[src/rtl/uart_pkg.sv]
// uart_pkg: shared defaults and the occupancy-counter width helper for the UART buffer block
package uart_pkg;
  localparam int DATA_W_DEF = 8;
  localparam int TX_DEPTH_DEF = 16;
  localparam int RX_DEPTH_DEF = 16;
  function automatic int cnt_w(input int depth);
    return $clog2(depth + 1);
  endfunction
endpackage

[src/rtl/uart_sync_fifo.sv]
// uart_sync_fifo: show-ahead synchronous FIFO, pointers wrap at DEPTH-1 so any depth >= 2 works
module uart_sync_fifo
  import uart_pkg::*;
#(
  parameter int DATA_W = DATA_W_DEF,
  parameter int DEPTH = TX_DEPTH_DEF
) (
  input  logic                      clk,
  input  logic                      rst,
  input  logic                      push,
  input  logic                      pop,
  input  logic [DATA_W-1:0]         wdata,
  output logic [DATA_W-1:0]         rdata,
  output logic [cnt_w(DEPTH)-1:0]   count,
  output logic                      full,
  output logic                      empty
);
  localparam int PW = $clog2(DEPTH);
  localparam int CW = cnt_w(DEPTH);
  logic [DATA_W-1:0] mem [DEPTH];
  logic [PW-1:0] wp, rp;
  logic do_push, do_pop;
  function automatic logic [PW-1:0] inc(input logic [PW-1:0] p);
    return p == PW'(DEPTH - 1) ? '0 : p + 1'b1;
  endfunction
  assign full = count == CW'(DEPTH);
  assign empty = count == '0;
  assign do_pop = pop && !empty;
  // a full FIFO still takes a write when the head leaves in the same cycle
  assign do_push = push && (!full || do_pop);
  assign rdata = mem[rp];
  always_ff @(posedge clk)
    if (do_push) mem[wp] <= wdata;
  always_ff @(posedge clk) begin
    if (rst) begin
      wp <= '0;
      rp <= '0;
      count <= '0;
    end else begin
      if (do_push) wp <= inc(wp);
      if (do_pop) rp <= inc(rp);
      count <= count + CW'(do_push) - CW'(do_pop);
    end
  end
endmodule

[src/rtl/uart_buf_ctrl.sv]
// uart_buf_ctrl: TX/RX word buffering between host and UART engines with sticky overflow and irq.
// Define UART_RX_OVERWRITE_EN to make an RX overflow drop the oldest word instead of the new one.
module uart_buf_ctrl
  import uart_pkg::*;
#(
  parameter int DATA_W = DATA_W_DEF,
  parameter int TX_DEPTH = TX_DEPTH_DEF,
  parameter int RX_DEPTH = RX_DEPTH_DEF,
  parameter int RX_THRESH = 1
) (
  input  logic                         clk,
  input  logic                         rst,
  input  logic                         wr_valid,
  input  logic [DATA_W-1:0]            wr_data,
  output logic                         wr_ready,
  output logic                         rd_valid,
  output logic [DATA_W-1:0]            rd_data,
  input  logic                         rd_ready,
  input  logic                         eng_rx_valid,
  input  logic [DATA_W-1:0]            eng_rx_data,
  output logic                         eng_tx_valid,
  output logic [DATA_W-1:0]            eng_tx_data,
  input  logic                         eng_tx_ready,
  output logic [cnt_w(TX_DEPTH)-1:0]   tx_count,
  output logic [cnt_w(RX_DEPTH)-1:0]   rx_count,
  output logic                         rx_ovf,
  input  logic                         ovf_clr,
  output logic                         irq
);
  localparam int CW_RX = cnt_w(RX_DEPTH);
  logic tx_full, tx_empty, rx_full, rx_empty;
  logic rx_pop, rx_push, rx_pop_f, ovf_evt, ovf_nxt;
  logic [CW_RX-1:0] rx_cnt_nxt;
  assign wr_ready = !tx_full;
  assign eng_tx_valid = !tx_empty;
  uart_sync_fifo #(.DATA_W(DATA_W), .DEPTH(TX_DEPTH)) u_tx (
    .clk(clk), .rst(rst), .push(wr_valid && wr_ready), .pop(eng_tx_valid && eng_tx_ready),
    .wdata(wr_data), .rdata(eng_tx_data), .count(tx_count), .full(tx_full), .empty(tx_empty)
  );
  assign rd_valid = !rx_empty;
  assign rx_pop = rd_valid && rd_ready;
  assign ovf_evt = eng_rx_valid && rx_full && !rx_pop;
`ifdef UART_RX_OVERWRITE_EN
  assign rx_push = eng_rx_valid;
  assign rx_pop_f = rx_pop || ovf_evt;
`else
  assign rx_push = eng_rx_valid && !ovf_evt;
  assign rx_pop_f = rx_pop;
`endif
  uart_sync_fifo #(.DATA_W(DATA_W), .DEPTH(RX_DEPTH)) u_rx (
    .clk(clk), .rst(rst), .push(rx_push), .pop(rx_pop_f),
    .wdata(eng_rx_data), .rdata(rd_data), .count(rx_count), .full(rx_full), .empty(rx_empty)
  );
  // irq looks at next-state occupancy and flag so it lands on the same edge as the change
  assign rx_cnt_nxt = rx_count + CW_RX'(rx_push) - CW_RX'(rx_pop_f);
  assign ovf_nxt = ovf_evt || (rx_ovf && !ovf_clr);
  always_ff @(posedge clk) begin
    if (rst) begin
      rx_ovf <= 1'b0;
      irq <= 1'b0;
    end else begin
      rx_ovf <= ovf_nxt;
      irq <= rx_cnt_nxt >= CW_RX'(RX_THRESH) || ovf_nxt;
    end
  end
endmodule
[config.mk]
export PLATFORM = sky130hd
export DESIGN_NAME = uart_buf_ctrl
export DESIGN_NICKNAME = d
export VERILOG_FILES = /design/src/rtl/uart_pkg.sv /design/src/rtl/uart_sync_fifo.sv /design/src/rtl/uart_buf_ctrl.sv
export SDC_FILE = /design/constraint.sdc
export NUM_CORES = 1
export LEC_CHECK = 0
export ABC_AREA = 1
export CORE_MARGIN = 10
export CORE_UTILIZATION = 35
export DETAILED_ROUTE_END_ITERATION = 16
export GPL_TIMING_DRIVEN = 0
export PLACE_DENSITY = 0.62
export SYNTH_ARGS = -nofsm -noshare
export SYNTH_HDL_FRONTEND = slang
export SYNTH_HIERARCHICAL = 1
export SYNTH_SLANG_ARGS = --single-unit
[constraint.sdc]
create_clock -name clk -period 5.7 [get_ports clk]
set_input_delay 1.14 -clock clk [delete_from_list [all_inputs] [get_ports clk]]
set_output_delay 1.14 -clock clk [all_outputs]
set_load 0.05 [all_outputs]
# Word level (Yosys, flattened, before mapping)
# Memories as Yosys holds them, arrays and structs flattened. A register that Yosys moved wholly into a read port is not among the register bits.
# Cells that the tools add are included.
[totals] ramBits=256 output_inout_bits=31 input_bits=23 word_cells=63 memories=2 reg_bits=28
[classes] n_reduce_logical=24 eq_ne=6 n_addsub=10 n_mux=12 order_cmp=1
[mem_list] name="u_rx.mem" words=16 width=8 read_ports=1 rd_ports_with_merged_regs=1 write_ports=1 line="uart_sync_fifo.sv:20" text="logic [DATA_W-1:0] mem [DEPTH];"
[mem_list] name="u_tx.mem" words=16 width=8 read_ports=1 rd_ports_with_merged_regs=1 write_ports=1 line="uart_sync_fifo.sv:20"
[op_table] operator="4-bit 2-to-1 mux" count=8
[op_table] operator="4-bit by 1-bit adder with 4-bit output, second input constant" count=4
[op_table] operator="4-bit == test, second input constant" count=4
[op_table] operator="5-bit by 1-bit adder with 5-bit output" count=3
[op_table] operator="5-bit by 1-bit subtractor with 5-bit output" count=3
[op_table] operator="1-bit logical AND" count=11
[op_table] operator="5-bit == test, second input constant" count=2
[op_table] operator="5-bit logical NOT" count=2
[op_table] operator="1-bit logical NOT" count=7
[op_table] operator="5-bit by 1-bit greater-or-equal comparator with 1-bit output, second input constant" count=1
[op_table] operator="1-bit logical OR" count=4
[op_table] operator="1-bit 2-to-1 mux" count=4

# Longest topological paths before layout
# Gate-level depths: netlist of run 1.
[depth] word_depth=11 mapped_depth=21

# By module
# The synthesis of run 1 kept the hierarchy.
[by_module_without_submodules] module="uart_sync_fifo" n_inst=2 cells_each=662 area_each_um2=6545.0
[by_module_without_submodules] module="uart_buf_ctrl" n_inst=1 cells_each=62 area_each_um2=342.8

# Worst setup path before layout of run 1
# Ideal clock, no wire load.
[synth_timing] kind="reg-to-reg" start="register u_rx.count[2]" end="register irq" arrival_ns=3.057 slack_ns=2.531 setup_ns=0.111 path_buffers=0 stages_incl_launch_ff=21 t_required_ns=5.589 period_less_slack_ns=3.169 cell_sequence="dfxtp_1 -> inv_1 -> ha_1 -> nand3_2 -> inv_1 -> inv_2 -> nand2_2 -> nand2_1 -> nand2_1 -> ha_1 -> inv_1 -> ha_1 -> inv_1 -> fa_1 -> inv_1 -> nor2_1 -> nand2_1 -> nor2_1 -> nand2_1 -> nor2_1 -> nor2_1"
[synth_between] elab_chain_len=11
[synth_lines] item="from (decl)" line="uart_sync_fifo.sv:14" text="output logic [cnt_w(DEPTH)-1:0] count,"
[synth_lines] item="from (signal assigned)" line="uart_sync_fifo.sv:42" text="count <= count + CW'(do_push) - CW'(do_pop);"
[synth_lines] item="5-bit logical NOT *" line="uart_sync_fifo.sv:27" text="assign empty = count == '0;"
[synth_lines] item="net rx_empty" line="uart_buf_ctrl.sv:31" text="logic tx_full, tx_empty, rx_full, rx_empty;"
[synth_lines] item="1-bit logical NOT *" line="uart_buf_ctrl.sv:40" text="assign rd_valid = !rx_empty;"
[synth_lines] item="net rd_valid" line="uart_buf_ctrl.sv:16" text="output logic rd_valid,"
[synth_lines] item="1-bit logical AND *" line="uart_buf_ctrl.sv:41" text="assign rx_pop = rd_valid && rd_ready;"
[synth_lines] item="1-bit logical NOT" line="uart_buf_ctrl.sv:42" text="assign ovf_evt = eng_rx_valid && rx_full && !rx_pop;"
[synth_lines] item="1-bit logical AND" line="uart_buf_ctrl.sv:42"
[synth_lines] item="1-bit logical NOT" line="uart_buf_ctrl.sv:47" text="assign rx_push = eng_rx_valid && !ovf_evt;"
[synth_lines] item="1-bit logical AND" line="uart_buf_ctrl.sv:47"
[synth_lines] item="5-bit by 1-bit adder with 5-bit output" line="uart_buf_ctrl.sv:55" text="assign rx_cnt_nxt = rx_count + CW_RX'(rx_push) - CW_RX'(rx_pop_f);"
[synth_lines] item="5-bit by 1-bit subtractor with 5-bit output" line="uart_buf_ctrl.sv:55"
[synth_lines] item="5-bit by 1-bit greater-or-equal comparator with 1-bit output" line="uart_buf_ctrl.sv:63" text="irq <= rx_cnt_nxt >= CW_RX'(RX_THRESH) || ovf_nxt;"
[synth_lines] item="1-bit logical OR *" line="uart_buf_ctrl.sv:63"
[synth_lines] item="to (signal assigned)" line="uart_buf_ctrl.sv:63"
[synth_lines] item="to (decl)" line="uart_buf_ctrl.sv:28" text="output logic irq"
# The timed path passes the listed nets; every way through them passes the cells marked *.
# A chain may end at the register's enable or synchronous reset.

==> results of run 1 <==
where the power goes:
group,leakage [nW],switching [W],internal (W)
Sequential,2.61,0.0000913,0.00247
Combinational,3.65,0.00199,0.000937
Clock,0.522,0.000813,0.00121
worst min path at each step:
stage                             from  depth (start not counted)           endpoint
2_1_floorplan  u_tx/rp[0]$_SDFFE_PP0N_                          2               flop
3_5_place_dp         rx_ovf$_SDFF_PP0_                          2  rx_ovf$_SDFF_PP0_
5_1_grt              rx_ovf$_SDFF_PP0_                          2  rx_ovf$_SDFF_PP0_
3_3_place_gp         rx_ovf$_SDFF_PP0_                          2  rx_ovf$_SDFF_PP0_
6_report             rx_ovf$_SDFF_PP0_                          2  rx_ovf$_SDFF_PP0_
4_1_cts              rx_ovf$_SDFF_PP0_                          2  rx_ovf$_SDFF_PP0_
cell usage after synthesis, drive strengths merged:
master    n  area [µm²]
edfxtp  256        7690
clkbuf    2        7.51
o21ai     2        10.0
buf      46         325
nand3   212        1080
ha       25         313
inv     263        1000
a21oi    12        60.1
fa        3        60.1
nand3b    2        15.0
xor2      6        52.6
dfxtp    36         721
nand2   429        1690
and3      2        12.5
nand4     8        62.6
or2       3        18.8
nor2     79         317
critical path, delay by kind of cell, from the launching register on:
family | cells | cell delay, ns
buffers and inverters | 3 | 1.30
and+or+nand+nor | 6 | 0.53
DFF | 1 | 0.35
stage by stage:
stage	util [%]	setup WS [ns]	hold WS [ns]
after floorplan	-	2.53	0.469
after global placement	38.7	2.10	0.488
after detailed placement	38.7	2.07	0.483
after CTS	41.4	1.78	0.492
after global routing	41.4	1.68	0.511
final	41.4	1.82	0.489
registers in the layout (all words and copies together), names as in the netlist, named ones only:
register    flops
rx_ovf          1
u_rx/count      5
u_rx/mem      128
u_tx/wp         4
u_tx/mem      128
irq             1
u_tx/rp         4
u_rx/wp         4
u_tx/count      5
u_rx/rp         4
layout make-up:
type                            instances  area share (%)
Buffer                                 48            2.13
Clock buffer                           43            5.84
Clock inverter                         13           0.800
Inverter                              263            6.41
Multi-Input combinational cell        783            23.6
Sequential cell                       292            53.8
Tap cell                              511            4.09
Timing Repair Buffer                   53            3.39
cells in the final DEF, fill, tap and decap left out, types with 4 or more instances in the layout:
master / count
nor2_1: 75
ha_1: 25
clkinv_2: 9
clkbuf_1: 7
nand4_1: 6
nand3_1: 209
inv_1: 252
buf_6: 14
edfxtp_1: 256
buf_2: 26
dfxtp_1: 36
clkdlybuf4s50_1: 53
a21oi_1: 12
xor2_1: 6
nand2_1: 416
inv_2: 9
clkbuf_16: 33
buf_4: 4
nand2_4: 10
clkbuf_8: 5
logic make-up (layout without fill, tap and decap cells):
group                      after synthesis  in the layout  share of synthesized area, %
AOI/OAI and AO/OA                       14             14                         0.522
xor gates and xnor gates                 6              6                         0.391
adders and majority gates               28             28                          2.78
buffers and inverters                  311            420                          9.94
DFF                                    292            292                          62.6
and+or+nand+nor                        735            735                          23.8
per-layer routing:
layer | vias to the layer above | GRT usage, % | share of wire (%)
li1 | 4595 | - | -
met1 | 4477 | 18.3 | 45
met2 | 273 | 22.2 | 47
met3 | 48 | 1.76 | 6.1
met4 | 0 | 4.24 | 2.0
met5 | - | 0 | 0
==> flow_metrics.env, run 1 <==
export IMPL_post_cts_resized=0
export IMPL_syn_area_per_cell_um2=9.69
export IMPL_synth_seq_cells=292
export IMPL_numCtsBuffers=30
export IMPL_slew_viol_final=0
export IMPL_cts_root_buf="clkbuf_16"
export IMPL_worstSetupPathType="flop to primary output"
export IMPL_grt_pass1_vias=9246
export IMPL_post_cts_setup_buffers=0
export IMPL_crit_path_end="eng_tx_data[6]"
export IMPL_numClockSinks=292
export IMPL_place_area_um2=14600
export IMPL_seq_area_um2=8410
export IMPL_rows=71
export IMPL_cp_slowest_cell="clkdlybuf4s50_1"
export IMPL_vias_per_cell=4.68
export IMPL_syn_to_final_growth_pct=16.4
export IMPL_skew_ns=0.00979
export IMPL_crit_path_end_kind="primary output"
export IMPL_cts_buffer_depth=3
export IMPL_insertedDiodeCount=0
export IMPL_grt_ovfl_total=0
export IMPL_fin_tns_setup_ns=0
export IMPL_grt_setup_unrepaired="false"
export IMPL_antenna_found_initial=0
export IMPL_instances_no_fill=2006
export IMPL_design_area_um2=15600
export IMPL_via_count=9393
export IMPL_crit_arrival_ns=2.74
export IMPL_synth_cell_types=28
export IMPL_post_route_period_util_pct=68.1
export IMPL_globalRouteTotalUtil_pct=13.6
export IMPL_gp_congestion=0.867
export IMPL_crit_chain="inv_2 -> buf_2 -> nand2_1 -> nand2_1 -> nand2_1 -> nand3_1 -> nand3_1 -> nand2_1 -> clkdlybuf4s50_1"
export IMPL_avgRoutedWirePerCell_um=16.0
export IMPL_hold_buffers=0
export IMPL_powerDensity_nw_per_um2=480
export IMPL_drt_total_wl_mm=32.1
export IMPL_ir_worst_vdd_v=0.000394
export IMPL_reg2reg_to="u_rx/count[4]$_SDFF_PP0_"
export IMPL_netlist_area_um2=13400
export IMPL_hold_viol=0
export IMPL_pin_count=54
export IMPL_r2r_start="u_rx/count[2]$_SDFF_PP0_"
export IMPL_reg2reg_depth=19
export IMPL_ys_seq_area_share_pct=62.6
export IMPL_timing_fmax_mhz=258
export IMPL_cellLeakagePower_nw=6.78
export IMPL_die_area_um2=46600
export IMPL_synth_cells=1386
export IMPL_fin_nets=1522
export IMPL_drc=0
export IMPL_dp_cells=1950
export IMPL_clk_pin_slew_ns=0.06
export IMPL_maxCapViolCount=0
export IMPL_cts_tree="built"
export IMPL_h_tree_depth=1
export IMPL_placeableCoreArea_um2=37800
export IMPL_grt_max_degree=17
export IMPL_tightest_slew_ns=0.935
export IMPL_cp_common_cell="nand2_1"
export IMPL_numPortBuffers=53
export IMPL_min_period_ns=3.88
export IMPL_multiInputGateArea_um2=3690
export IMPL_ant_nets=0
export IMPL_setup_violations_final=0
export IMPL_report_power_total_w=0.00751
export IMPL_fp_dieW_um=216
export IMPL_ff2ff_setup_slack_ns=2.71
export IMPL_drive_gt1_share_pct=8.56
export IMPL_first_pass_iters=5
export IMPL_syn_nets=1437
export IMPL_start_util_pct=35.6
export IMPL_hpwl_mm=21.8
export IMPL_drt_iter0_drc=928
export IMPL_fillers=3625
export IMPL_die_y_um=216
export IMPL_yosysWarnings=6
export IMPL_grt_pass1_wl_mm=50.4
export IMPL_outcome="complete, no violations"
export IMPL_crit_required_ns=4.56
export IMPL_max_stage_delay_ns=0.81
export IMPL_cp_start_kind="flop"
export IMPL_hold_class="flop to flop"
export IMPL_relSlewSlack_pct=37.5
export IMPL_clkLatencyLatePin_ns=0.56
export IMPL_crit_fanout=10
(Power assumes the default switching activity.)
==> inputs of run 2 (changes only) <==
clock period = 3.9 ns   (was 5.7 ns; I/O delays follow)
==> results of run 2 <==
The final DEF is identical to that of run 1. Status: complete, no violations.
Main changes from that run: setup slack after placement 2.07 ns -> 0.631 ns; setup slack after layout 1.82 ns -> 0.377 ns; register-to-register setup slack 2.71 ns -> 0.91 ns; total power 0.00751 W -> 0.0110 W; worst IR drop on VDD 0.000394 V -> 0.000575 V
